File: config.mk
export PLATFORM = sky130hd
export DESIGN_NAME = signed_or_unsigned_mul_acc_flat
export DESIGN_NICKNAME = d
export VERILOG_FILES = /design/src/rtl/signed_or_unsigned_mul_acc_if.sv /design/src/rtl/signed_or_unsigned_mul_acc.sv /design/src/flat_wrapper.sv
export SDC_FILE = /design/constraint.sdc
export NUM_CORES = 1
export LEC_CHECK = 0
export CAP_MARGIN = 20
export CELL_PAD_IN_SITES_DETAIL_PLACEMENT = 1
export CELL_PAD_IN_SITES_GLOBAL_PLACEMENT = 1
export CORE_ASPECT_RATIO = 0.8
export CORE_UTILIZATION = 43
export DETAILED_ROUTE_END_ITERATION = 8
export PLACE_DENSITY = 0.95
export SKIP_CTS_REPAIR_TIMING = 1
export SLEW_MARGIN = 0
export SYNTH_ARGS = -nofsm -noshare
export SYNTH_HDL_FRONTEND = slang
export SYNTH_SLANG_ARGS = --single-unit
File: constraint.sdc
create_clock -name clk -period 5.22 [get_ports clk]
set_input_delay 1.044 -clock clk [delete_from_list [all_inputs] [get_ports clk]]
set_output_delay 1.044 -clock clk [all_outputs]
set_load 0.03 [all_outputs]
File: src/rtl/signed_or_unsigned_mul_acc_if.sv
// Product-in / group-result-out bus of the multiply-accumulate stage.
// Both sides use valid/ready: a transfer happens on a rising edge where valid && ready.
interface signed_or_unsigned_mul_acc_if #(
  parameter int n         = 8,
  parameter int g         = 4,
  parameter int max_terms = 16
);
  localparam int AW = 2 * n + g;
  localparam int CW = $clog2(max_terms + 1);

  logic            up_valid;
  logic            up_ready;
  logic [2*n-1:0]  up_product;
  logic            up_signed;
  logic            up_last;
  logic            down_valid;
  logic            down_ready;
  logic [AW-1:0]   down_sum;
  logic [CW-1:0]   down_count;
  logic            down_signed;
  logic            down_mismatch;

  modport master (
    output up_valid, up_product, up_signed, up_last, down_ready,
    input  up_ready, down_valid, down_sum, down_count, down_signed, down_mismatch
  );

  modport slave (
    input  up_valid, up_product, up_signed, up_last, down_ready,
    output up_ready, down_valid, down_sum, down_count, down_signed, down_mismatch
  );
endinterface

File: src/rtl/signed_or_unsigned_mul_acc.sv
// Accumulates groups of signed or unsigned multiplier products into a guard-bit
// widened sum; each group's sum, beat count and mode flags are held until taken.
module signed_or_unsigned_mul_acc #(
  parameter int n         = 8,
  parameter int g         = 4,
  parameter int max_terms = 16
) (
  input  logic                          clk,
  input  logic                          rst,
  signed_or_unsigned_mul_acc_if.slave   bus,
  output logic                          state_dbg_o
);
  localparam int AW = 2 * n + g;
  localparam int CW = $clog2(max_terms + 1);
  localparam logic [CW-1:0] MAX_CNT = CW'(max_terms);

  typedef enum logic {ACCUM = 1'b0, HOLD = 1'b1} state_e;

  state_e        state_q;
  logic [AW-1:0] acc_q, acc_d, ext_w, down_sum_q;
  logic [CW-1:0] count_q, count_d, down_count_q;
  logic          mode_q, mode_d, mismatch_q, mismatch_d;
  logic          down_signed_q, down_mismatch_q, done_w;

  // The first beat of a group defines the mode; later beats are extended with it.
  always_comb begin
    mode_d     = (count_q == '0) ? bus.up_signed : mode_q;
    ext_w      = mode_d ? {{g{bus.up_product[2*n-1]}}, bus.up_product}
                        : {{g{1'b0}}, bus.up_product};
    acc_d      = acc_q + ext_w;
    count_d    = count_q + 1'b1;
    mismatch_d = mismatch_q | ((count_q != '0) & (bus.up_signed != mode_q));
    done_w     = bus.up_last | (count_d == MAX_CNT);
  end

  always_ff @(posedge clk) begin
    if (rst) begin
      state_q         <= ACCUM;
      acc_q           <= '0;
      count_q         <= '0;
      mode_q          <= 1'b0;
      mismatch_q      <= 1'b0;
      down_sum_q      <= '0;
      down_count_q    <= '0;
      down_signed_q   <= 1'b0;
      down_mismatch_q <= 1'b0;
    end else begin
      case (state_q)
        ACCUM: begin
          if (bus.up_valid) begin
            acc_q      <= acc_d;
            count_q    <= count_d;
            mode_q     <= mode_d;
            mismatch_q <= mismatch_d;
            if (done_w) begin
              down_sum_q      <= acc_d;
              down_count_q    <= count_d;
              down_signed_q   <= mode_d;
              down_mismatch_q <= mismatch_d;
              state_q         <= HOLD;
            end
          end
        end
        HOLD: begin
          // Result taken: start the next group from a clean slate.
          if (bus.down_ready) begin
            acc_q           <= '0;
            count_q         <= '0;
            mode_q          <= 1'b0;
            mismatch_q      <= 1'b0;
            down_sum_q      <= '0;
            down_count_q    <= '0;
            down_signed_q   <= 1'b0;
            down_mismatch_q <= 1'b0;
            state_q         <= ACCUM;
          end
        end
        default: state_q <= ACCUM;
      endcase
    end
  end

  assign bus.up_ready      = (state_q == ACCUM);
  assign bus.down_valid    = (state_q == HOLD);
  assign bus.down_sum      = down_sum_q;
  assign bus.down_count    = down_count_q;
  assign bus.down_signed   = down_signed_q;
  assign bus.down_mismatch = down_mismatch_q;
  assign state_dbg_o       = state_q;
endmodule

File: src/flat_wrapper.sv
// flat-port wrapper written by rule: the top's interface ports become plain ports
module signed_or_unsigned_mul_acc_flat 
#(
  parameter int n         = 8,
  parameter int g         = 4,
  parameter int max_terms = 16
)
  (clk, rst, state_dbg_o, bus_up_valid, bus_up_product, bus_up_signed, bus_up_last, bus_down_ready, bus_up_ready, bus_down_valid, bus_down_sum, bus_down_count, bus_down_signed, bus_down_mismatch);
  signed_or_unsigned_mul_acc_if #(.n(n), .g(g), .max_terms(max_terms)) bus_i ();
  input  logic clk;
  input  logic rst;
  output logic state_dbg_o;
  input wire logic [$bits(bus_i.up_valid)-1:0] bus_up_valid;
  input wire logic [$bits(bus_i.up_product)-1:0] bus_up_product;
  input wire logic [$bits(bus_i.up_signed)-1:0] bus_up_signed;
  input wire logic [$bits(bus_i.up_last)-1:0] bus_up_last;
  input wire logic [$bits(bus_i.down_ready)-1:0] bus_down_ready;
  output wire logic [$bits(bus_i.up_ready)-1:0] bus_up_ready;
  output wire logic [$bits(bus_i.down_valid)-1:0] bus_down_valid;
  output wire logic [$bits(bus_i.down_sum)-1:0] bus_down_sum;
  output wire logic [$bits(bus_i.down_count)-1:0] bus_down_count;
  output wire logic [$bits(bus_i.down_signed)-1:0] bus_down_signed;
  output wire logic [$bits(bus_i.down_mismatch)-1:0] bus_down_mismatch;
  assign bus_i.up_valid = bus_up_valid;
  assign bus_i.up_product = bus_up_product;
  assign bus_i.up_signed = bus_up_signed;
  assign bus_i.up_last = bus_up_last;
  assign bus_i.down_ready = bus_down_ready;
  assign bus_up_ready = bus_i.up_ready;
  assign bus_down_valid = bus_i.down_valid;
  assign bus_down_sum = bus_i.down_sum;
  assign bus_down_count = bus_i.down_count;
  assign bus_down_signed = bus_i.down_signed;
  assign bus_down_mismatch = bus_i.down_mismatch;
  signed_or_unsigned_mul_acc #(.n(n), .g(g), .max_terms(max_terms)) u_core (.clk(clk), .rst(rst), .bus(bus_i), .state_dbg_o(state_dbg_o));
endmodule
==> metrics.md <==
| Metric | Value |
|---|---|
| Status | `finished, violations left` |
| Failing checks | `DRC` |
| RePlAce Congestion | `0.8775` |
| Final Util | `54.55%` |
| Startpoint types | `input pin` |
| CTS tree | `built` |
| GRT Overall Usage | `26.00%` |
| CP startpoint | `bus_up_product[0]` |
| Clock power share | `21.4%` |
| Antenna-violating nets left | `0` |
| CTS Buffer Depth | `2` |
| Critical Path Fanout Max | `4` |
| CP peak stage delay | `0.46 ns` |
| Total net switching power | `0.0004220 W` |
| Simple-gate share of the synthesized area | `19.03%` |
| Period utilization | `70.74%` |
| Crit path DAT | `3.90 ns` |
| Critical R2R Launch | `u_core.count_q[0]$_SDFFE_PP0P_` |
| Core Footprint | `6993 um2` |
| Initial antenna violation count | `0` |
| Post-synthesis cell area | `3156 um2` |
| GR Util met2 | `45.39%` |
| Unrepaired setup endpoints after global routing | `false` |
| XOR/XNOR share of the synthesized area | `5.551%` |
| Seq cells post-synth | `55` |
| Logic gate share of total power | `35.9%` |
| Fin. max-slew vios | `0` |
| Die Y-Extent | `78.62 um` |
| Setup Skew | `0.007010 ns` |
| Ys Warns | `0` |
| Post-Route WL | `9.493 mm` |
| First-pass GRT wire length | `15.86 mm` |
| Syn Nets | `420` |
| CP Class | `in2reg` |
| Starting Density | `45.12%` |
| Multiplexer area fraction after synthesis | `1.745%` |
| Number of CTS-inserted buffers | `5` |
| Seq pwr share | `42.7%` |
| Maximum VDD drop | `0.1606 mV` |
| Slew HR | `38.79%` |
| 1st-pass router iterations | `6` |
| Share of cells above drive strength 1 | `4.941%` |
| Finished Cell Area | `3815 um2` |
| Most used flip-flop cell after synthesis | `dfxtp_1` |
| Clock transition at path regs | `0.11 ns` |
| Synth Area in Adders | `8.882%` |
| WL per Instance | `18.54 um` |
| M3 GR Usage | `3.740%` |
| Most frequent cells after synthesis | `55 x dfxtp_1, 49 x nand2_1, 44 x nor2_1, 41 x a21oi_1, 20 x ha_1` |
| DRC violations left | `4` |
| ANT cells | `0` |
| Worst skew pair latency | `0.32 ns` |
| Critical Path RT | `5.43 ns` |
| Crit. End Element | `flip-flop` |
| Die area | `7687 um2` |
| Crit-path cells | `clkdlybuf4s50_1, ha_1, inv_1, fa_1, nand2b_1, a21oi_1, o211ai_1, o21a_1, a211o_1, xnor2_1, a211o_1` |
| Port buffer count | `51` |
| Worst Hold Class | `reg2reg` |
| # setup viols final | `0` |
| Max stage delay cell, worst path | `clkdlybuf4s50_1` |
| Post-DP HPWL | `6.906 mm` |
| Avg Vias per Cell | `5.916` |
| Final hold violation count | `0` |
| Most common cell in the netlist | `dfxtp_1` |
| Top-Level Pins | `52` |
| Largest family of logic cells by synthesized area | `compound AO/OA/AOI/OAI gates` |
| Min-delay src | `u_core.bus.down_sum[5]$_SDFFE_PP0P_` |
| Slew at the pin with the worst max-slew slack | `0.9152 ns` |
| CTS Root Cell | `clkbuf_8` |
| Total power | `0.001143 W` |
| Cell leakage power | `1.550 nW` |
| Internal power | `0.0007212 W` |
| Via count | `3029` |
| Clock sinks | `55` |
| Area Growth Syn to Fin | `20.90%` |
| Switching Share | `36.92%` |
| Sequential cell area | `1101 um2` |
| Post-synth EDFFs | `0` |
| Netlist cell types | `57` |
| Rows | `27` |
| Post-synthesis sequential area ratio | `34.89%` |
| Vias in the first global route | `3142` |
| Dominant cell type by area after synthesis | `dfxtp_1` |
| Gr busiest metal | `met2` |
| Post-synthesis compound-gate area fraction | `25.97%` |
| Largest net degree at the start of global routing | `25` |
| Area fraction of the dominant cell type after synthesis | `34.89%` |
| Fill count | `860` |
| Top cells by area, synth | `dfxtp_1 35%, ha_1 7.9%, a21oi_1 6.5%, nand2_1 5.8%, nor2_1 5.2%` |
| Syn Area/Cell | `8.370 um2` |
| Fraction of registers with async set/reset | `0%` |
| Total congestion overflow | `0` |
| Die width | `97.78 um` |
| DR iter-0 viols | `138` |
| Sum Neg Setup Slack | `0 ns` |
| Synthesized instance count | `377` |
| Met1 usage | `32.90%` |
| Area after DPL | `3730 um2` |
| Fmax | `0.2708 GHz` |
| Final min period | `3.693 ns` |
| Power density over the cells | `299.7 nW/um2` |
| CP most frequent cell | `a211o_1` |
| Footprint of the multi-input gates | `1931 um2` |
| Final nets | `467` |
| Max-cap violations | `0` |
| H-tree depth | `2` |
through the flow:
stage               setup slack [ns]  hold WS, ns  std cells
floorplan                      2.072       0.4356        377
global placement               1.376       0.4393        504
detailed placement             1.261       0.4503        504
CTS                            1.565       0.4653        512
global route                   1.432       0.4888        512
finish                         1.527       0.4627        512
cell families (layout without fill, tap and decap cells):
family                   count (synthesis)  after routing
flip-flops                              55             55
XOR/XNOR                                20             20
AO/OA/AOI/OAI                          118            118
buffers and inverters                   28             76
AND/OR/NAND/NOR                        129            129
multiplexers                             5              5
adder cells (fa/ha/maj)                 22             22
power by group through the flow:
stage,combinational [W],sequential (W),clock (W)
floorplan,0.000259,0.000516,0
global placement,0.000385,0.000493,0
detailed placement,0.000403,0.000496,0
CTS,0.000409,0.000487,0.000249
global route,0.000447,0.000493,0.000263
finish,0.000410,0.000488,0.000245
layout make-up:
cell class	count	area share, %
clock buffer	6	1.902
clock inverter	2	0.3280
inverter	13	1.279
multi-input combinational	294	50.61
sequential	55	28.86
tap	87	2.853
timing repair buffer	55	14.17
path summary, 6_finish.rpt:
| check | slack [ns] | cells past startpoint | to |
|---|---|---|---|
| hold / removal | 0.46 | 2 | u_core.bus.down_sum[5]$_SDFFE_PP0P_ |
| setup reg to reg | 2.00 | 13 | u_core.bus.down_sum[19]$_SDFFE_PP0P_ |
| setup / recovery | 1.53 | 11 | u_core.acc_q[16]$_SDFFE_PP0P_ |
| hold reg to reg | 0.46 | 2 | u_core.bus.down_sum[5]$_SDFFE_PP0P_ |
per-layer routing:
metal  routed length, um  share of wire, %
met1                4451                47
met2                4504                47
met3                 329               3.5
met4                 206               2.2
met5                   0                 0
layout by cell type (no fill, tap or decap), drive strengths merged, types with 2 or more instances in the layout:
cell / synthesis / final
nor4: 2 / 2
xor2: 9 / 9
or2: 2 / 2
a32o: 2 / 2
clkinv: 1 / 2
a211oi: 4 / 4
o21ai: 13 / 13
a31o: 4 / 4
nand2: 50 / 50
nand3: 7 / 7
a311oi: 3 / 3
o211ai: 5 / 5
a21oi: 41 / 41
nor3: 2 / 2
and2: 2 / 2
and4: 3 / 3
buf: 3 / 4
or3: 2 / 2
ha: 20 / 20
clkdlybuf4s50: 0 / 51
a22oi: 12 / 12
xnor2: 11 / 11
and3: 2 / 2
o21bai: 2 / 2
a22o: 11 / 11
nand2b: 6 / 6
a211o: 3 / 3
nand4: 2 / 2
a21o: 7 / 7
o2111ai: 2 / 2
mux2i: 4 / 4
o21a: 3 / 3
clkbuf: 12 / 6
dfxtp: 55 / 55
inv: 12 / 12
nor2: 44 / 44
critical path, delay by kind of cell:
kind / cells / cell delay, ns
xor+xnor: 1 / 0.14
fa+ha+maj: 2 / 0.59
simple gates: 1 / 0.19
compound gates: 5 / 1.40
buf+inv: 2 / 0.53
sequential cells by signal, indices dropped and copies added (netlist names):
register,flops
u_core.acc_q,20
u_core.bus.down_count,5
u_core.bus.down_mismatch,1
u_core.bus.down_signed,1
u_core.bus.down_sum,20
u_core.bus.down_valid,1
u_core.count_q,5
u_core.mismatch_q,1
u_core.mode_q,1
Power figures use the tool's default switching activity.
